**src/rtl/mem_stage.sv**
```systemverilog
// ---------------------------------------------------------------------------
// mem_stage -- MEM pipeline stage of the RISC-V core.
//
// Takes the EX/MEM register outputs and either passes the writeback fields
// straight through (no memory op) or runs a load/store as a sequence of
// single-byte transfers on a req/done handshake to the memory controller.
// Load bytes are assembled little-endian and sign/zero extended. While an
// access is in flight the stage requests a pipeline stall.
//
// Ports:
//   clk, rst            clock; asynchronous active-high reset
//   mem_wdata_i         ALU result / writeback data from EX/MEM
//   mem_wd_i            destination register
//   mem_wreg_i          writeback enable
//   mem_me_op_i         00 none, 01 load, 10 store, 11 none
//   mem_me_addr_i       byte address of the access
//   mem_me_data_i       store data
//   mem_me_sel_i        00 byte, 01 half, 10/11 word
//   mem_me_extend_i     1 sign-extend, 0 zero-extend (loads)
//   wb_wdata_o/wd_o/wreg_o  writeback fields to MEM/WB
//   stallreq_o          stall request to pipeline control
//   mc_req_o            byte request to memory controller
//   mc_rw_o             1 write, 0 read
//   mc_addr_o           byte address
//   mc_wdata_o          write byte
//   mc_rdata_i          read byte, valid while mc_done_i=1
//   mc_done_i           one-cycle pulse per completed byte
// ---------------------------------------------------------------------------
module mem_stage #(
    parameter int ADDR_W = 32,
    parameter int DATA_W = 32
) (
    input  logic              clk,
    input  logic              rst,
    input  logic [DATA_W-1:0] mem_wdata_i,
    input  logic [4:0]        mem_wd_i,
    input  logic              mem_wreg_i,
    input  logic [1:0]        mem_me_op_i,
    input  logic [ADDR_W-1:0] mem_me_addr_i,
    input  logic [DATA_W-1:0] mem_me_data_i,
    input  logic [1:0]        mem_me_sel_i,
    input  logic              mem_me_extend_i,
    output logic [DATA_W-1:0] wb_wdata_o,
    output logic [4:0]        wb_wd_o,
    output logic              wb_wreg_o,
    output logic              stallreq_o,
    output logic              mc_req_o,
    output logic              mc_rw_o,
    output logic [ADDR_W-1:0] mc_addr_o,
    output logic [7:0]        mc_wdata_o,
    input  logic [7:0]        mc_rdata_i,
    input  logic              mc_done_i
);

    typedef enum logic [1:0] {
        IDLE   = 2'd0,
        ACCESS = 2'd1,
        DONE   = 2'd2
    } state_t;

    state_t            state_q, state_d;
    logic [1:0]        cnt_q, cnt_d;
    logic [DATA_W-1:0] buf_q, buf_d;

    logic              is_load;
    logic              is_store;
    logic              is_mem;
    logic [1:0]        last_idx;
    logic [DATA_W-1:0] load_val;

    // Op / size decode. Op 11 behaves as none, size 11 behaves as word.
    always_comb begin
        is_load  = (mem_me_op_i == 2'b01);
        is_store = (mem_me_op_i == 2'b10);
        is_mem   = is_load | is_store;
        case (mem_me_sel_i)
            2'b00:   last_idx = 2'd0;
            2'b01:   last_idx = 2'd1;
            default: last_idx = 2'd3;
        endcase
    end

    // Load result: only the low N bytes of the buffer are used, so bytes left
    // over from an earlier wider access never leak into a narrower one.
    always_comb begin
        case (mem_me_sel_i)
            2'b00:   load_val = {{(DATA_W-8){mem_me_extend_i & buf_q[7]}}, buf_q[7:0]};
            2'b01:   load_val = {{(DATA_W-16){mem_me_extend_i & buf_q[15]}}, buf_q[15:0]};
            default: load_val = buf_q;
        endcase
    end

    // Next state and outputs. Everything is forced to 0 while rst is high,
    // including the purely combinational pass-through paths.
    always_comb begin
        state_d    = state_q;
        cnt_d      = cnt_q;
        buf_d      = buf_q;
        wb_wdata_o = '0;
        wb_wd_o    = '0;
        wb_wreg_o  = 1'b0;
        stallreq_o = 1'b0;
        mc_req_o   = 1'b0;
        mc_rw_o    = 1'b0;
        mc_addr_o  = '0;
        mc_wdata_o = '0;

        if (!rst) begin
            case (state_q)
                IDLE: begin
                    wb_wdata_o = mem_wdata_i;
                    wb_wd_o    = mem_wd_i;
                    wb_wreg_o  = mem_wreg_i;
                    if (is_mem) begin
                        // Hold the pipeline from the detect cycle onward so
                        // the instruction cannot retire before the access.
                        stallreq_o = 1'b1;
                        wb_wreg_o  = 1'b0;
                        cnt_d      = 2'd0;
                        buf_d      = '0;
                        state_d    = ACCESS;
                    end
                end

                ACCESS: begin
                    wb_wdata_o = mem_wdata_i;
                    wb_wd_o    = mem_wd_i;
                    stallreq_o = 1'b1;
                    mc_req_o   = 1'b1;
                    mc_rw_o    = is_store;
                    mc_addr_o  = mem_me_addr_i + ADDR_W'(cnt_q);
                    mc_wdata_o = mem_me_data_i[{cnt_q, 3'b000} +: 8];
                    if (mc_done_i) begin
                        if (is_load) begin
                            buf_d[{cnt_q, 3'b000} +: 8] = mc_rdata_i;
                        end
                        cnt_d = cnt_q + 2'd1;
                        if (cnt_q == last_idx) begin
                            state_d = DONE;
                        end
                    end
                end

                DONE: begin
                    wb_wdata_o = is_load ? load_val : mem_wdata_i;
                    wb_wd_o    = mem_wd_i;
                    wb_wreg_o  = mem_wreg_i;
                    // Inputs seen at the next edge belong to the following
                    // instruction, so always go back through IDLE.
                    state_d    = IDLE;
                end

                default: begin
                    state_d = IDLE;
                end
            endcase
        end
    end

    always_ff @(posedge clk or posedge rst) begin
        if (rst) begin
            state_q <= IDLE;
            cnt_q   <= 2'd0;
            buf_q   <= '0;
        end else begin
            state_q <= state_d;
            cnt_q   <= cnt_d;
            buf_q   <= buf_d;
        end
    end

endmodule

```
**config.mk**
```make
export PLATFORM = sky130hd
export DESIGN_NAME = mem_stage
export DESIGN_NICKNAME = d
export VERILOG_FILES = /design/src/rtl/mem_stage.sv
export SDC_FILE = /design/constraint.sdc
export NUM_CORES = 1
export LEC_CHECK = 0
export BUFFER_PORTS_ARGS = -buffer_cell sky130_fd_sc_hd__buf_2
export CAP_MARGIN = 10
export CELL_PAD_IN_SITES_DETAIL_PLACEMENT = 0
export CELL_PAD_IN_SITES_GLOBAL_PLACEMENT = 2
export CORE_UTILIZATION = 24
export DETAILED_ROUTE_END_ITERATION = 8
export MAX_ROUTING_LAYER = met4
export PLACE_DENSITY_LB_ADDON = 0.08
export SYNTH_ARGS = -nofsm -noshare
export SYNTH_HDL_FRONTEND = slang
export SYNTH_SLANG_ARGS = --single-unit
```
**constraint.sdc**
```tcl
create_clock -name clk -period 4.01 [get_ports clk]
set_clock_uncertainty 0.1 [all_clocks]
set_input_delay 0.401 -clock clk [delete_from_list [all_inputs] [get_ports clk]]
set_output_delay 0.401 -clock clk [all_outputs]
set_load 0.02 [all_outputs]
```
# ---- Word-level counts from Yosys, hierarchy flattened
# Index checks and enable logic that the tools add are counted.
dict set report word_totals {
  register_bits 36
  latch_bits 0
  ramBits 0
  rom_bits 0
  in_bits 118
  output_inout_bits 81
  memories 0
}
dict set report classes {
  addsub 3
  n_mul 0
  div_mod_pow 0
  order_cmp 0
  eq_ne 10
  shifts 3
  muxes 33
  bitwise 4
  reduce_logical 8
}
# cell n
set op_table {}
lappend op_table {{$mux 32} 7}
lappend op_table {{$pmux 32 s2} 3}
lappend op_table {{$add 32x2->32} 1}
lappend op_table {{$bwmux 32} 1}
lappend op_table {{$shift 8x7->32 const A} 1}
lappend op_table {{$shiftx 32x6->8} 1}
lappend op_table {{$shiftx 8x7->32} 1}
lappend op_table {{$mux 8} 2}
lappend op_table {{$pmux 2 s2} 3}
lappend op_table {{$mux 2} 5}
lappend op_table {{$mux 5} 2}
lappend op_table {{$mux 1} 8}
lappend op_table {{$ne 2x2->1 const B} 4}
lappend op_table {{$reduce_and 4->1} 2}
lappend op_table {{$neg 5->7} 1}
lappend op_table {{$eq 2x1->1 const B} 3}
lappend op_table {{$reduce_and 5->1} 1}
lappend op_table {{$eq 2x2->1 const B} 2}
lappend op_table {{$logic_not 2->1} 2}
lappend op_table {{$pmux 1 s2} 2}
lappend op_table {{$reduce_or 3->1} 1}
lappend op_table {{$add 2x1->2 const B} 1}
lappend op_table {{$and 1x1->1} 2}
lappend op_table {{$eq 2x2->1} 1}
lappend op_table {{4 further kinds} 4}

# ---- Depth between registers and ports, before layout
dict set report depth {
  ltp_word 6
  ltp_mapped 8
  mapped_depth_nobuf 7
}

# ---- Worst setup path before layout
# No wires, ideal clock.
dict set report synth_timing {
  path_kind {input -> output}
  from {input port rst}
  to {output port wb_wdata_o[2]}
  arrival_time_ns 2.282
  setup_slack_ns 1.227
  path_stages 5
  path_buffers 2
  cell_sequence {clkbuf_1 inv_1 and2_0 clkbuf_1 a22o_1}
}
dict set report synth_between {
  elab_chain_cells 1
}
# element line
set synth_rtl {}
lappend synth_rtl {{start: declaration} 34} ;# input logic rst,
lappend synth_rtl {{$mux 32} 108} ;# if (!rst) begin
lappend synth_rtl {{end: declaration} 43} ;# output logic [DATA_W-1:0] wb_wdata_o,
# No other way between the ends.

# ---- Final worst setup path
dict set report layout_timing {
  from {register cnt_q[1]}
  to {output port mc_addr_o[31]}
}
dict set report layout_between {
  elab_chain_cells 3
}
# element line
set layout_rtl {}
lappend layout_rtl {{start: declaration} 62} ;# logic [1:0] cnt_q, cnt_d;
lappend layout_rtl {{start signal: assignment} 167} ;# cnt_q <= cnt_d;
lappend layout_rtl {{$add 32x2->32} 131} ;# mc_addr_o = mem_me_addr_i + ADDR_W'(cnt_q);
lappend layout_rtl {{$mux 32} 109} ;# case (state_q)
lappend layout_rtl {{$mux 32} 108}
lappend layout_rtl {{end: declaration} 49} ;# output logic [ADDR_W-1:0] mc_addr_o,
# No other way between the ends.

==> run metrics <==
Starting Density=24.8%; cells resized by post-CTS repair=0; highest clock frequency the design can meet=0.293 GHz; Post-synth EDFFs=0; required time of the critical path=3.51 ns; setup TNS=0 ns; ratio of cells with drive above 1 in the final layout=35.9%; Fill cells=1,493; Power per Cell Area=412 mW/mm2; leakage component of the power=2.31 nW; Layout Nets=772; overall power consumption=1.90 mW; CTS HTree Levels=2; relative contribution of the clock network to total power=21.0%; switching portion of total power=44.6%; largest stage delay on the critical path=0.63 ns; cell-internal power=1.05 mW; clock tree root buffer cell=clkbuf_16; cell family contributing the most delay on the critical path=simple AND/OR/NAND/NOR gates; # Max-Cap Violations=0; category of the worst setup path capture point=output port; number of antenna repair diodes=0; number of optimization iterations in the first detailed-route pass=4; pins over their slew limit=0; GR Util All Layers=16.3%; standard cell area after detailed placement=0.00446 mm2; area of the die=0.0143 mm2; row cnt=42; Final Hold Viols=0; synthesis-to-finish area growth=38.5%; Sequential Power Share=27.7%; sort of element at the start of the critical path=flop; post-route ant nets=0; drc violations=0; storage element area=901 um2; horizontal die dimension=120 um; global-route wire length before repair=18,400 um; clock insertion delay at the later pin of the skew report=0.28 ns; total nets after synthesis=589; Crit path buffers/inverters=1; number of warning messages in the yosys log=0; via-per-instance ratio=4.55; area of combinational cells with multiple inputs=0.00227 mm2; CTS Buffer Depth=2; type of the worst min-delay path=input pin to async pin; detail-routed net length per standard cell=13.5 um; Worst-Margin Slew=1.05 ns; worst-path cell chain=ha_1, a21o_1, nor4b_4, nand3_1, or3_1, a21oi_1, buf_2; floorplan die height=120 um; clock buffers created by TritonCTS=5; post-detailed-routing wire length=11,100 um; Final Setup Violations=0; Reg2Reg Setup Slack=1.49 ns; proportion of power drawn by combinational gates=51.3%; Initial DRC Count=150; non-filler cells in the finished layout=822; number of setup buffers added after CTS=0; placed instance count=814; result of the run=finished, final reports clean; share of the clock period used by the worst path after layout=85.2%; Post-Syn Area=0.00333 mm2; synthesis-stage register bit count=36; RePlAce Congestion=0.754; Min Clock Period, post-route=3.42 ns; headroom to the max-slew limit=29.5%; Port Buffers=198; clock slew at the register clock pins of the worst setup and hold paths=0.06 ns; post-placement worst setup slack=0.859 ns; cts-stage hold buffer count=0; Worst Path Class, Setup=flop to output port; number of global-route vias before repair=3,843; TritonCTS clock tree=yes; core region area=0.0134 mm2; peak supply drop=0.143 mV; net switching power=847 uW; CTS Sinks=36; final setup margin=0.594 ns; CP Max Fanout=16; IO Count=199; detailed placer's ending HPWL=8830 um; async set-reset flop share out of synthesis=100%; total vias in the final route=3,741; number of antenna violations at the first check in global routing=0; GRT Residual Overflow=0; critical path's slowest cell=dfrtp_1; post-route cell area=0.00461 mm2; share of the yosys chip area belonging to registers=27.1%; most instantiated flip-flop cell in the synthesis netlist=dfrtp_1; number of distinct library cells after synthesis=44; endpoint arrival time on the critical path=2.91 ns; pin count of the biggest net entering global routing=33; unrepaired setup endpoints after global routing=no; number of standard cells after synthesis=462; post-synthesis average cell area=7.20 um2
through the flow:
step           hold slack [ns]  util, %
4_1_cts                  0.195     34.4
6_report                 0.177     34.4
2_1_floorplan            0.345        -
5_1_grt                  0.217     34.4
3_3_place_gp             0.358     33.3
3_5_place_dp             0.367     33.3
per-layer routing:
metal	GRT usage, %	vias to the layer above	routed length (um)
li1	-	1947	-
met1	19.6	1674	5010
met2	29.0	108	5490
met3	2.33	12	469
met4	2.89	0	99
met5	-	-	0
synth_stat cells (2+ instances only):
| cell type | number | area share (%) |
|---|---|---|
| nand2_1 | 140 | 16 |
| o21ai_0 | 44 | 6.6 |
| dfrtp_1 | 36 | 27 |
| nor2_1 | 34 | 3.8 |
| o21ai_1 | 24 | 3.6 |
| xor2_1 | 19 | 5.0 |
| clkbuf_1 | 18 | 2.0 |
| a21oi_1 | 16 | 2.4 |
| and3_1 | 16 | 3.0 |
| nand3_1 | 12 | 1.8 |
| nand4_1 | 9 | 1.7 |
| a22o_1 | 8 | 2.1 |
| and2_1 | 8 | 1.5 |
| ha_1 | 8 | 3.0 |
| inv_1 | 8 | 0.90 |
| mux4_2 | 8 | 5.4 |
| xnor2_1 | 8 | 2.1 |
| buf_2 | 7 | 1.1 |
| nor3_1 | 6 | 0.90 |
| and4_1 | 5 | 1.3 |
| or3_1 | 3 | 0.56 |
| inv_2 | 2 | 0.23 |
| o21a_1 | 2 | 0.45 |
flip-flops by register name (all words and copies together), names as in the netlist:
name	cells
buf_q	32
cnt_q	2
state_q	2
path summary, 6_finish.rpt:
| path | from | endpoint | cells past startpoint |
|---|---|---|---|
| max | cnt_q[1]$_DFFE_PP0P_ | mc_addr_o[31] | 7 |
| min | rst | buf_q[19]$_DFFE_PP0P_ | 2 |
| max reg2reg | cnt_q[1]$_DFFE_PP0P_ | buf_q[7]$_DFFE_PP0P_ | 5 |
| min reg2reg | buf_q[19]$_DFFE_PP0P_ | buf_q[19]$_DFFE_PP0P_ | 2 |
| max in group asynchronous | rst | buf_q[8]$_DFFE_PP0P_ | 3 |
| min in group clk | mc_rdata_i[7] | buf_q[15]$_DFFE_PP0P_ | 3 |
power groups by stage:
| stage | Sequential, mW | Clock, mW | Combinational [mW] |
|---|---|---|---|
| 2_1_floorplan | 0.475 | 0 | 0.713 |
| 3_3_place_gp | 0.528 | 0 | 0.983 |
| 3_5_place_dp | 0.535 | 0 | 0.989 |
| 4_1_cts | 0.529 | 0.408 | 0.993 |
| 5_1_grt | 0.544 | 0.423 | 1.09 |
| 6_report | 0.526 | 0.399 | 0.974 |
cell usage in the layout, fill, tap and decap left out, types with 2 or more instances in the layout:
master     instances
nand4_1            9
nand2_1          140
buf_2            198
clkinv_2           2
nand3_1           12
xor2_1            19
dfrtp_1           36
a22o_1             8
and4_1             5
inv_1              8
a21oi_1           16
o21ai_1           24
o21a_1             2
and2_1             8
nor2_1            34
o21ai_0           44
inv_2              2
buf_4              5
nor3_1             6
and3_1            16
mux4_2             8
clkbuf_16          5
ha_1               8
or3_1              3
xnor2_1            8
cell families after synthesis:
logic type,after synthesis,share of synthesized area [%]
adder cells (fa/ha/maj),9,3.61
buffers and inverters,37,4.66
XOR/XNOR,27,7.11
flip-flops,36,27.1
multiplexers,9,5.75
AO/OA/AOI/OAI,98,16.3
AND/OR/NAND/NOR,246,35.5
area by class of cell:
| cell class | count | share of cell area, % |
|---|---|---|
| inverters | 10 | 0.815 |
| multi-input cells | 389 | 49.3 |
| clock buffers | 6 | 3.01 |
| well taps | 176 | 4.78 |
| repair buffers | 203 | 22.3 |
| clock inverters | 2 | 0.217 |
| flip-flops and latches | 36 | 19.5 |
Power figures use the tool's default switching activity.
